[config.mk]
export PLATFORM = sky130hd
export DESIGN_NAME = matrix_digit_renderer
export DESIGN_NICKNAME = d
export VERILOG_FILES = /design/src/rtl/matrix_digit_renderer.sv
export SDC_FILE = /design/constraint.sdc
export NUM_CORES = 1
export LEC_CHECK = 0
export CAP_MARGIN = 20
export CORE_MARGIN = 4
export CORE_UTILIZATION = 50
export CTS_CLUSTER_SIZE = 28
export DETAILED_ROUTE_END_ITERATION = 10
export PLACE_DENSITY = 0.72
export RECOVER_POWER = 50
export SLEW_MARGIN = 15
export SYNTH_ARGS = -nofsm -noshare
export SYNTH_HDL_FRONTEND = slang
export SYNTH_SLANG_ARGS = --single-unit
[constraint.sdc]
create_clock -name clk -period 4.11 [get_ports clk]
set_clock_uncertainty 0.2 [all_clocks]
set_input_delay 0.822 -clock clk [delete_from_list [all_inputs] [get_ports clk]]
set_output_delay 0.822 -clock clk [all_outputs]
set_load 0.02 [all_outputs]
[src/rtl/matrix_digit_renderer.sv]
// matrix_digit_renderer: ROWS x COLS matrix of unsigned values drawn as right-aligned decimal text on a VGA raster
// Ports:
//   clk, reset_n        clock and synchronous active-low reset
//   clk_en              pixel-rate enable; advances the two-stage pixel pipeline
//   wr_valid, wr_ready  write handshake; one value accepted per VAL_W+2 clocks
//   wr_row, wr_col      target cell; out-of-range targets complete the handshake but store nothing
//   wr_data             unsigned value, saturated to all nines when it needs more than DIGITS digits
//   h_count, v_count    raster position presented to the pipeline
//   pixon, vga_rgb      lit glyph pixel and its colour, two clk_en pulses after the position
// Optional feature: define LEADING_ZERO_BLANK_EN to blank leading zero digits of each cell.
module matrix_digit_renderer #(
    parameter int ROWS = 3,
    parameter int COLS = 3,
    parameter int DIGITS = 3,
    parameter int VAL_W = 10,
    parameter int X0 = 100,
    parameter int Y0 = 50,
    parameter int COL_PITCH = 100,
    parameter int ROW_PITCH = 20,
    parameter logic [11:0] FG_RGB = 12'hFFF
) (
    input  logic                                  clk,
    input  logic                                  reset_n,
    input  logic                                  clk_en,
    input  logic                                  wr_valid,
    output logic                                  wr_ready,
    input  logic [(ROWS > 1 ? $clog2(ROWS) : 1)-1:0] wr_row,
    input  logic [(COLS > 1 ? $clog2(COLS) : 1)-1:0] wr_col,
    input  logic [VAL_W-1:0]                      wr_data,
    input  logic [10:0]                           h_count,
    input  logic [10:0]                           v_count,
    output logic                                  pixon,
    output logic [11:0]                           vga_rgb
);
    localparam int RW = ROWS > 1 ? $clog2(ROWS) : 1;
    localparam int CW = COLS > 1 ? $clog2(COLS) : 1;
    localparam int BW = 4 * DIGITS;
    localparam int CNT_W = $clog2(VAL_W + 1);
    localparam int NCD = ROWS * COLS * DIGITS;

    function automatic int pow10(input int n);
        int p;
        p = 1;
        for (int k = 0; k < n; k++) p = p * 10;
        return p;
    endfunction

    localparam int MAXV = pow10(DIGITS) - 1;

    // Double-dabble correction step: every BCD nibble of 5 or more gets +3 before the shift.
    function automatic logic [BW-1:0] dd_adjust(input logic [BW-1:0] b);
        logic [BW-1:0] o;
        o = b;
        for (int k = 0; k < DIGITS; k++)
            o[4*k +: 4] = b[4*k +: 4] >= 4'd5 ? b[4*k +: 4] + 4'd3 : b[4*k +: 4];
        return o;
    endfunction

`ifdef LEADING_ZERO_BLANK_EN
    // Bit k (k=0 most significant digit) is set while digits 0..k are all zero; the last digit never blanks.
    function automatic logic [DIGITS-1:0] blank_mask(input logic [BW-1:0] b);
        logic [DIGITS-1:0] m;
        logic z;
        z = 1'b1;
        m = '0;
        for (int k = 0; k < DIGITS - 1; k++) begin
            z = z & (b[4*(DIGITS-1-k) +: 4] == 4'd0);
            m[k] = z;
        end
        return m;
    endfunction
`endif

    // 8x16 glyphs, row 0 in the top byte, bit 7 of each byte is the leftmost pixel.
    function automatic logic [127:0] font_glyph(input logic [3:0] n);
        case (n)
            4'd0:    return 128'h00007CC6C6CEDEF6E6C6C67C00000000;
            4'd1:    return 128'h00001838781818181818187E00000000;
            4'd2:    return 128'h00007CC6060C183060C0C6FE00000000;
            4'd3:    return 128'h00007CC606063C060606C67C00000000;
            4'd4:    return 128'h00000C1C3C6CCCFE0C0C0C1E00000000;
            4'd5:    return 128'h0000FEC0C0C0FC060606C67C00000000;
            4'd6:    return 128'h00003860C0C0FCC6C6C6C67C00000000;
            4'd7:    return 128'h0000FEC606060C183030303000000000;
            4'd8:    return 128'h00007CC6C6C67CC6C6C6C67C00000000;
            4'd9:    return 128'h00007CC6C6C67E0606060C7800000000;
            default: return 128'h0;
        endcase
    endfunction

    typedef enum logic [1:0] {IDLE, CONV, COMMIT} state_t;

    state_t           st;
    logic [RW-1:0]    lat_row;
    logic [CW-1:0]    lat_col;
    logic [VAL_W-1:0] lat_data;
    logic [VAL_W-1:0] sh;
    logic [BW-1:0]    bcd;
    logic [BW-1:0]    bcd_adj;
    logic [BW-1:0]    commit_bcd;
    logic [CNT_W-1:0] cnt;

    assign bcd_adj = dd_adjust(bcd);
    // Oversized values lose their top BCD digits in the engine, so saturate from the latched binary value.
    assign commit_bcd = 32'(lat_data) > MAXV ? {DIGITS{4'h9}} : bcd;

    always_ff @(posedge clk) begin
        if (!reset_n) begin
            st <= IDLE;
            wr_ready <= 1'b1;
            cnt <= '0;
            lat_row <= '0;
            lat_col <= '0;
            lat_data <= '0;
            sh <= '0;
            bcd <= '0;
        end else begin
            case (st)
                IDLE: if (wr_valid && wr_ready) begin
                    lat_row <= wr_row;
                    lat_col <= wr_col;
                    lat_data <= wr_data;
                    sh <= wr_data;
                    bcd <= '0;
                    cnt <= '0;
                    st <= CONV;
                    wr_ready <= 1'b0;
                end
                CONV: begin
                    bcd <= {bcd_adj[BW-2:0], sh[VAL_W-1]};
                    sh <= sh << 1;
                    cnt <= cnt + 1'b1;
                    if (cnt == CNT_W'(VAL_W - 1)) st <= COMMIT;
                end
                COMMIT: begin
                    st <= IDLE;
                    wr_ready <= 1'b1;
                end
                default: st <= IDLE;
            endcase
        end
    end

    int hx;
    int vy;
    assign hx = 32'(h_count);
    assign vy = 32'(v_count);

    logic [NCD-1:0]   hit_v;
    logic [NCD-1:0]   bl_v;
    logic [4*NCD-1:0] nib_v;
    logic [3*NCD-1:0] gx_v;
    logic [4*NCD-1:0] gy_v;

    // Each cell owns its storage; a target outside the matrix matches no cell, so COMMIT writes nothing.
    for (genvar r = 0; r < ROWS; r++) begin : g_row
        for (genvar c = 0; c < COLS; c++) begin : g_col
            logic [BW-1:0] q;
`ifdef LEADING_ZERO_BLANK_EN
            logic [DIGITS-1:0] bm;
`endif
            always_ff @(posedge clk) begin
                if (!reset_n) begin
                    q <= '0;
`ifdef LEADING_ZERO_BLANK_EN
                    bm <= blank_mask(BW'(0));
`endif
                end else if (st == COMMIT && lat_row == RW'(r) && lat_col == CW'(c)) begin
                    q <= commit_bcd;
`ifdef LEADING_ZERO_BLANK_EN
                    bm <= blank_mask(commit_bcd);
`endif
                end
            end
            for (genvar d = 0; d < DIGITS; d++) begin : g_dig
                localparam int K = (r * COLS + c) * DIGITS + d;
                localparam int XS = X0 + c * COL_PITCH + 8 * d;
                localparam int YS = Y0 + r * ROW_PITCH;
                assign hit_v[K] = hx >= XS && hx < XS + 8 && vy >= YS && vy < YS + 16;
                assign nib_v[4*K +: 4] = q[4*(DIGITS-1-d) +: 4];
                assign gx_v[3*K +: 3] = 3'(hx - XS);
                assign gy_v[4*K +: 4] = 4'(vy - YS);
`ifdef LEADING_ZERO_BLANK_EN
                assign bl_v[K] = bm[d];
`else
                assign bl_v[K] = 1'b0;
`endif
            end
        end
    end

    logic       hit_c;
    logic       bl_c;
    logic [3:0] nib_c;
    logic [2:0] gx_c;
    logic [3:0] gy_c;

    // Digit regions never overlap, so at most one hit term is live and an OR merges the selections.
    always_comb begin
        hit_c = |hit_v;
        bl_c = |(bl_v & hit_v);
        nib_c = '0;
        gx_c = '0;
        gy_c = '0;
        for (int k = 0; k < NCD; k++) begin
            nib_c = nib_c | (nib_v[4*k +: 4] & {4{hit_v[k]}});
            gx_c = gx_c | (gx_v[3*k +: 3] & {3{hit_v[k]}});
            gy_c = gy_c | (gy_v[4*k +: 4] & {4{hit_v[k]}});
        end
    end

    logic       s1_valid;
    logic       s1_hit;
    logic [3:0] s1_nib;
    logic [2:0] s1_gx;
    logic [3:0] s1_gy;
    logic [7:0] glyph_row;
    logic       pix_c;

    // Shifting by 8*(15-gy) brings glyph row gy into the low byte.
    assign glyph_row = 8'(font_glyph(s1_nib) >> {~s1_gy, 3'b000});
    assign pix_c = s1_valid & s1_hit & glyph_row[~s1_gx];

    always_ff @(posedge clk) begin
        if (!reset_n) begin
            s1_valid <= 1'b0;
            s1_hit <= 1'b0;
            s1_nib <= '0;
            s1_gx <= '0;
            s1_gy <= '0;
            pixon <= 1'b0;
            vga_rgb <= '0;
        end else if (clk_en) begin
            s1_valid <= 1'b1;
            s1_hit <= hit_c & ~bl_c;
            s1_nib <= nib_c;
            s1_gx <= gx_c;
            s1_gy <= gy_c;
            pixon <= pix_c;
            vga_rgb <= pix_c ? FG_RGB : 12'h000;
        end
    end
endmodule

; ---- Word-level counts from Yosys, hierarchy flattened
; Memories as Yosys holds them, arrays and structs flattened. A register that Yosys moved wholly into a read port is not among the register bits.
; Cells that the tools add are included.
; Widths: inputs -> output; s select.
[totals]
regBits = 177
memories = 1
out_inout_bits = 14
elab_cells = 349
mem_bits_ro = 1120
[memory_table]
columns = memory, words, word_bits, read_ports, rd_clocked_by_memory_dff, write_ports, line
row1 = (no name shown), 16, 70, 1, 1, 0, 76  ; case (n)
[op_classes]
shifts = 1
reduce_logical = 86
bitwise = 163
eq_ne = 9
n_addsub = 16
n_lt_le_gt_ge = 29
n_mux = 20
[op_table]
columns = operator, n
row1 = $and 4x4->4, 54
row2 = $or 4x4->4, 52
row3 = $shr 128x7->8, 1
row4 = $and 3x3->3, 27
row5 = $or 3x3->3, 26
row6 = $logic_and 1x1->1, 76
row7 = $lt 11x7->1 const B, 6
row8 = $ge 11x7->1 const B, 5
row9 = $mux 12, 3
row10 = $ge 11x8->1 const B, 3
row11 = $ge 11x9->1 const B, 3
row12 = $lt 11x8->1 const B, 3
row13 = $lt 11x9->1 const B, 3
row14 = $reduce_or 27->1, 1
row15 = $pmux 12 s2, 1
row16 = $mux 4, 5
row17 = $pmux 10 s2, 1
row18 = $sub 3x3->3 const B, 6
row19 = $ge 4x3->1 const B, 3
row20 = $ge 11x6->1 const B, 1
row21 = $gt 10x10->1 const B, 1
row22 = $mux 10, 1
row23 = $sub 3x1->3 const B, 3
row24 = $add 4x2->4 const B, 2
row25 = 23 further kinds, 37

; ---- Longest topological paths before layout
; Gate-level depths: netlist of run 1.
[depth]
ltp_word = 33
depth_mapped = 16
ltp_nobuf = 14

; ---- Worst setup path before layout of run 1
; Ideal clock, no wire load.
[synth_timing]
path_kind = in2reg
from = input v_count[7]
to = register with a tool-made name
cell_stages = 12
t_required_ns = 3.815
path_slack_ns = 0.008
arrival_time_ns = 3.806
setup_time_ns = 0.095
path_cell_list = or4_1 > nor4_1 > nor2_2 > o311a_1 > o211ai_1 > nor3_1 > nor2_1 > inv_1 > ha_1 > or3_1 > buf_2 > o311ai_1
[synth_lines]
columns = element, line
row1 = from (decl), 31  ; input logic [10:0] v_count,

==> qor.csv, run 1 <==
metric,value,unit
outcome,"finished, violations left",
violations,"max-capacitance violations, max-slew violations",
vias,8860,
die-area,21450,um2
rsz0062_at_grt,no,
peakVddDrop,0.0003251,V
grt.overflow.total,0,
first_pass_iters,6,
port_buffers,53,
cp-end-kind,register,
fmax,255.6,MHz
ys_seq_area_frac,0.4218,
setup_ws,0.1973,ns
pre_cts_slack,-0.4095,ns
synth_edf_count,0,
hold_class,reg2reg,
synth_area_leaders,"dfxtp_1 (42%), nor2_1 (7.2%), a21oi_1 (5.7%)",
die_h,146.5,um
netlist_area,9587,um2
synth_warnings,0,
async_flop_share,0,
clock_path_buffers,3,
syn_nets,1233,
numCtsBuffers,22,
grt_pass1_vias,8288,
grt_max_degree,104,
final.period_utilization,0.9520,
mostFrequentLayoutCell,dfxtp_1,
htree_levels,1,
core,18770,um2
antenna_found_initial,0,
total_power,4.439,mW
wirelength,26.60,mm
synth-seq-cells,202,
syn2layout_area_growth,22.59,%
path_max_fanout,8,
fillCellCount,1624,
drc,0,
setup_viol,0,
hold_viol,0,
root_buffer,clkbuf_16,
slew_headroom,-0.4280,
p_leak,4.357,nW
ys_types,75,
required,4.29,ns
r2r_setup_slack,1.10,ns
ys.flop_type,dfxtp_1,
power.density,377.7,nW/um2
ctsHoldBuffers,0,
critical_path_class,in2reg,
first_iter_violations,718,
gr-usage-all-layers,0.2395,
antenna_cells,0,
initial_core_util,0.5108,
worst_pin_slew,2.142,ns
routabilityCongestion,0.9473,
grt_pass1_wl,43.05,mm
cts_tree,built,
hold-worst-slack,0.2475,ns
finalMaxSlewViolations,139,
startpoint_type,input port,
cp.arrival,4.10,ns
ios,54,
ant_nets,0,
clk_pin_slew,0.06,ns
wire_per_inst,17.45,um
nets,1336,
vias_per_cell,5.810,
cts_sinks,202,
maxCapViolations,2,
dp_hpwl,19.06,mm
layout_common_cells,"dfxtp_1 (202), nor2_1 (184), nand2_1 (139)",
min_period,3.913,ns
drive_above_1_share,0.1541,
syn_inst,1174,
avgSynthCellArea,8.166,um2
num_rows,50,
synth_top_area_share,0.4218,
die_width,146.5,um
insertion_delay,0.50,ns
yosys.area.top_type,dfxtp_1,
## final timing paths
kind / cells past startpoint / endpoint / start
worst max-delay path: 12 / register / v_count[7]
worst min-delay path: 2 / lat_data[6] / lat_data[6]
worst max register to register: 12 / register / g_row[2].g_col[1].q[0]
worst min register to register: 2 / lat_data[6] / lat_data[6]
## through the flow
step / setup TNS [ns] / cells / utilization / cell area [um2]
floorplan: 0 / 1174 / - / 9587
global placement: -8.095 / 1485 / 0.5842 / 10960
detailed placement: -10.19 / 1485 / 0.5842 / 10960
CTS: 0 / 1523 / 0.6242 / 11720
global route: 0 / 1525 / 0.6262 / 11750
finish: 0 / 1525 / 0.6262 / 11750
## worst max-delay path: stages
cell and delay (ns):
clkdlybuf4s50_1 0.42, or4_1 0.56, or4b_2 0.78, buf_4 0.19, a41o_1 0.23, a31oi_2 0.20
buf_4 0.18, inv_1 0.10, ha_1 0.25, inv_1 0.13, mux2_2 0.16, o22ai_1 0.06
## cells by family after synthesis
family	count (synthesis)	share of synthesized area
compound gates	329	0.2283
xor+xnor	7	0.008354
fa+ha+maj	19	0.02480
buf+inv	118	0.05482
flops	202	0.4218
mux	31	0.04033
simple gates	468	0.2216
## area by class of cell
class	count	area, um2	share of cell area
Inverter	25	95.09	0.008091
Sequential cell	202	4044	0.3441
Tap cell	234	292.8	0.02491
Timing Repair Buffer	172	1504	0.1280
Clock buffer	33	673.1	0.05728
Multi-Input combinational cell	854	5066	0.4311
Clock inverter	5	77.57	0.006601
## where the power goes
group | switching [mW] | total (mW) | internal, mW
sequential | 0.0327 | 2.05 | 2.01
combinational | 0.204 | 0.376 | 0.172
clock | 0.767 | 2.02 | 1.25
total | 1.00 | 4.44 | 3.44
## Yosys cell counts (4+ instances only)
cell type and number:
nand2_1 139, nand2b_1 12, a31oi_1 24, nor2_1 184
or3_1 6, a221oi_1 6, nand3_1 28, nor3_1 15
o211ai_1 10, mux2_2 11, o2bb2ai_1 4, a21oi_1 109
mux4_2 5, nor2b_1 18, nor4_1 8, nand3b_1 10
inv_1 23, a2111oi_0 4, and2_1 16, dfxtp_1 202
ha_1 19, a22oi_1 16, buf_4 16, a21boi_0 7
o211a_1 14, o211ai_2 6, and3_1 8, clkbuf_1 60
buf_2 12, a211oi_1 39, mux2i_1 15, buf_1 4
o21a_1 6, o21ai_0 52
## what timing repair did
item | CTS | global route
setup endpoints to repair | 0 | 30
buffers inserted | 0 | 2
gates resized for setup | 0 | 8
## per-layer routing
| metal | GRT usage | up-vias | share of wire |
|---|---|---|---|
| met1 | 0.3109 | 4215 | 0.43 |
| li1 | - | 4339 | - |
| met2 | 0.4151 | 250 | 0.49 |
| met3 | 0.03569 | 56 | 0.058 |
| met5 | 0 | - | 0 |
| met4 | 0.06867 | 0 | 0.024 |
Power figures use the tool's default switching activity.
==> inputs of run 2 (changes only) <==
CTS_BUF_LIST = sky130_fd_sc_hd__clkbuf_4 sky130_fd_sc_hd__clkbuf_8 sky130_fd_sc_hd__clkbuf_16   (was not set)
PLACE_DENSITY = 0.7   (was 0.72)
clock period = 4.3 ns   (was 4.11 ns; I/O delays follow)
==> run 2 against run 1 <==
Compared with the run above:
- the run still ends with max-capacitance violations, max-slew violations left
- global-route usage barely moved
- register-to-register slack improved by 0.09 ns
- cell area fell by 1.4%
- setup slack improved by 0.11 ns
- first-iteration DRC count fell by 4.7%
- highest routed layer unchanged
- critical path depth rose by 1
- sequential power fell by 4%
- largest power group unchanged
- worst hold slack improved by 0.0040 ns
- combinational power fell by 8.2%
- clock power fell by 4%
- flip-flop and latch count did not move
==> qor.csv, run 2 (synthesis gave the netlist of run 1 again) <==
metric,value,unit
final.period_utilization,0.9286,
min_period,3.993,ns
worstReg2RegStart,g_row[2].g_col[1].q[8],
nets,1322,
r2r_setup_slack,1.19,ns
syn2layout_area_growth,20.92,%
die_h,146.5,um
die_width,146.5,um
antenna_cells,0,
hold_class,reg2reg,
insertion_delay,0.50,ns
fillCellCount,1670,
clock_path_buffers,3,
num_rows,50,
path_common_cell,buf_4,
outcome,"finished, violations left",
drc,0,
clk_pin_slew,0.06,ns
core,18770,um2
grt.overflow.total,0,
cts.repair.resized,0,
initial_core_util,0.5108,
peakVddDrop,0.0002864,V
hold-worst-slack,0.2515,ns
cts_tree,built,
crit_buf_inv,5,
root_buffer,clkbuf_16,
path_max_fanout,6,
critPathTopFamily,buffers and inverters,
die-area,21450,um2
violations,"max-capacitance violations, max-slew violations",
crit_cells,13,
postCtsSetupBuffers,0,
rsz0062_at_grt,no,
layout_common_cells,"dfxtp_1 (202), nor2_1 (184), nand2_1 (139)",
htree_levels,1,
antenna_found_initial,0,
critical_path_class,in2reg,
routabilityCongestion,1.013,
mostFrequentLayoutCell,dfxtp_1,
startpoint_type,input port,
fmax,250.4,MHz
hold_viol,0,
ctsHoldBuffers,0,
vias,8827,
final_area,11590,um2
cp.arrival,4.19,ns
port_buffers,53,
vias_per_cell,5.838,
max_stage_delay,0.60,ns
ios,54,
cp-end-kind,register,
power.density,365.2,nW/um2
pre_cts_slack,-0.1192,ns
slowest_stage,clkdlybuf4s50_1,
drive_above_1_share,0.1440,
grt_pass1_wl,42.89,mm
required,4.50,ns
maxCapViolations,1,
setup_viol,0,
cts_sinks,202,
cp_cell_sequence,clkdlybuf4s50_1 -> buf_4 -> nand4b_1 -> o22ai_2 -> and2_1 -> buf_4 -> buf_4 -> a2111oi_0 -> a31oi_1 -> buf_4 -> ha_1 -> or3_1 -> o311ai_1,
gr-usage-all-layers,0.2400,
numCtsBuffers,22,
reg2reg_depth,10,
worst_pin_slew,1.590,ns
wirelength,26.33,mm
slew_headroom,-0.05995,
critPathLaunch,h_count[6],
setup_ws,0.3069,ns
wire_per_inst,17.41,um
dp_hpwl,18.97,mm
finalMaxSlewViolations,32,
p_leak,4.269,nW
ant_nets,0,
first_iter_violations,684,
first_pass_iters,6,
placed_cell_area,10850,um2
fin_tns_setup,0,ns
grt_max_degree,65,
grt_pass1_vias,8433,
run 2: cell types whose count changed in the layout (fill, tap and decap cells not counted), sizes merged:
cell / before / now
buf: 116 / 100
clkbuf: 36 / 35
clkdlybuf4s50: 51 / 52
clkinv: 3 / 6
clkinvlp: 2 / 3
dlymetal6s2s: 1 / 0
run 2: worst min-delay path by stage:
stage	start	end	slack, ns	depth (start not counted)
floorplan	s1_valid	s1_valid	0.22	1
global placement	s1_valid	s1_valid	0.23	1
detailed placement	s1_valid	s1_valid	0.24	1
CTS	lat_data[5]	lat_data[5]	0.25	2
global route	lat_data[7]	lat_data[7]	0.28	2
finish	lat_data[7]	lat_data[7]	0.25	2
run 2: per-layer routing:
layer	up-vias	wire [um]	share of wire	GRT usage
met2	294	12650	0.48	0.4177
li1	4321	-	-	-
met1	4150	11400	0.43	0.3100
met5	-	0	0	0
met3	62	1505	0.057	0.03383
met4	0	770	0.029	0.07197
run 2: layout make-up:
class                           count  area [um2]  area share
Multi-Input combinational cell    854        5036      0.4344
Sequential cell                   202        4044      0.3488
Timing Repair Buffer              158        1365      0.1178
Clock buffer                       30       659.4     0.05688
Tap cell                          234       292.8     0.02526
Clock inverter                      9       100.1    0.008635
Inverter                           25       95.09    0.008203
run 2: power by group:
part | switching, mW | internal, mW | leakage [nW] | total, mW
Clock | 0.740 | 1.19 | 0.377 | 1.93
Combinational | 0.189 | 0.156 | 2.25 | 0.345
Sequential | 0.0320 | 1.92 | 1.64 | 1.96
Total | 0.962 | 3.27 | 4.27 | 4.23
run 2: worst reg2reg max path: stages, from the launching register on:
cell and delay, ns:
dfxtp_1 0.32, mux2_2 0.26, a22o_1 0.19, a22oi_1 0.16, a21oi_1 0.11, a2111oi_0 0.60, a31oi_1 0.16, buf_4 0.19
ha_1 0.19, or3_1 0.52, o311ai_1 0.12
run 2: through the flow:
stage,utilization,instances,power [mW]
after detailed placement,0.5781,1473,2.340
final,0.6177,1512,4.233
after CTS,0.6185,1512,4.273
after global routing,0.6177,1512,4.381
after floorplan,-,1174,2.178
after global placement,0.5781,1473,2.336
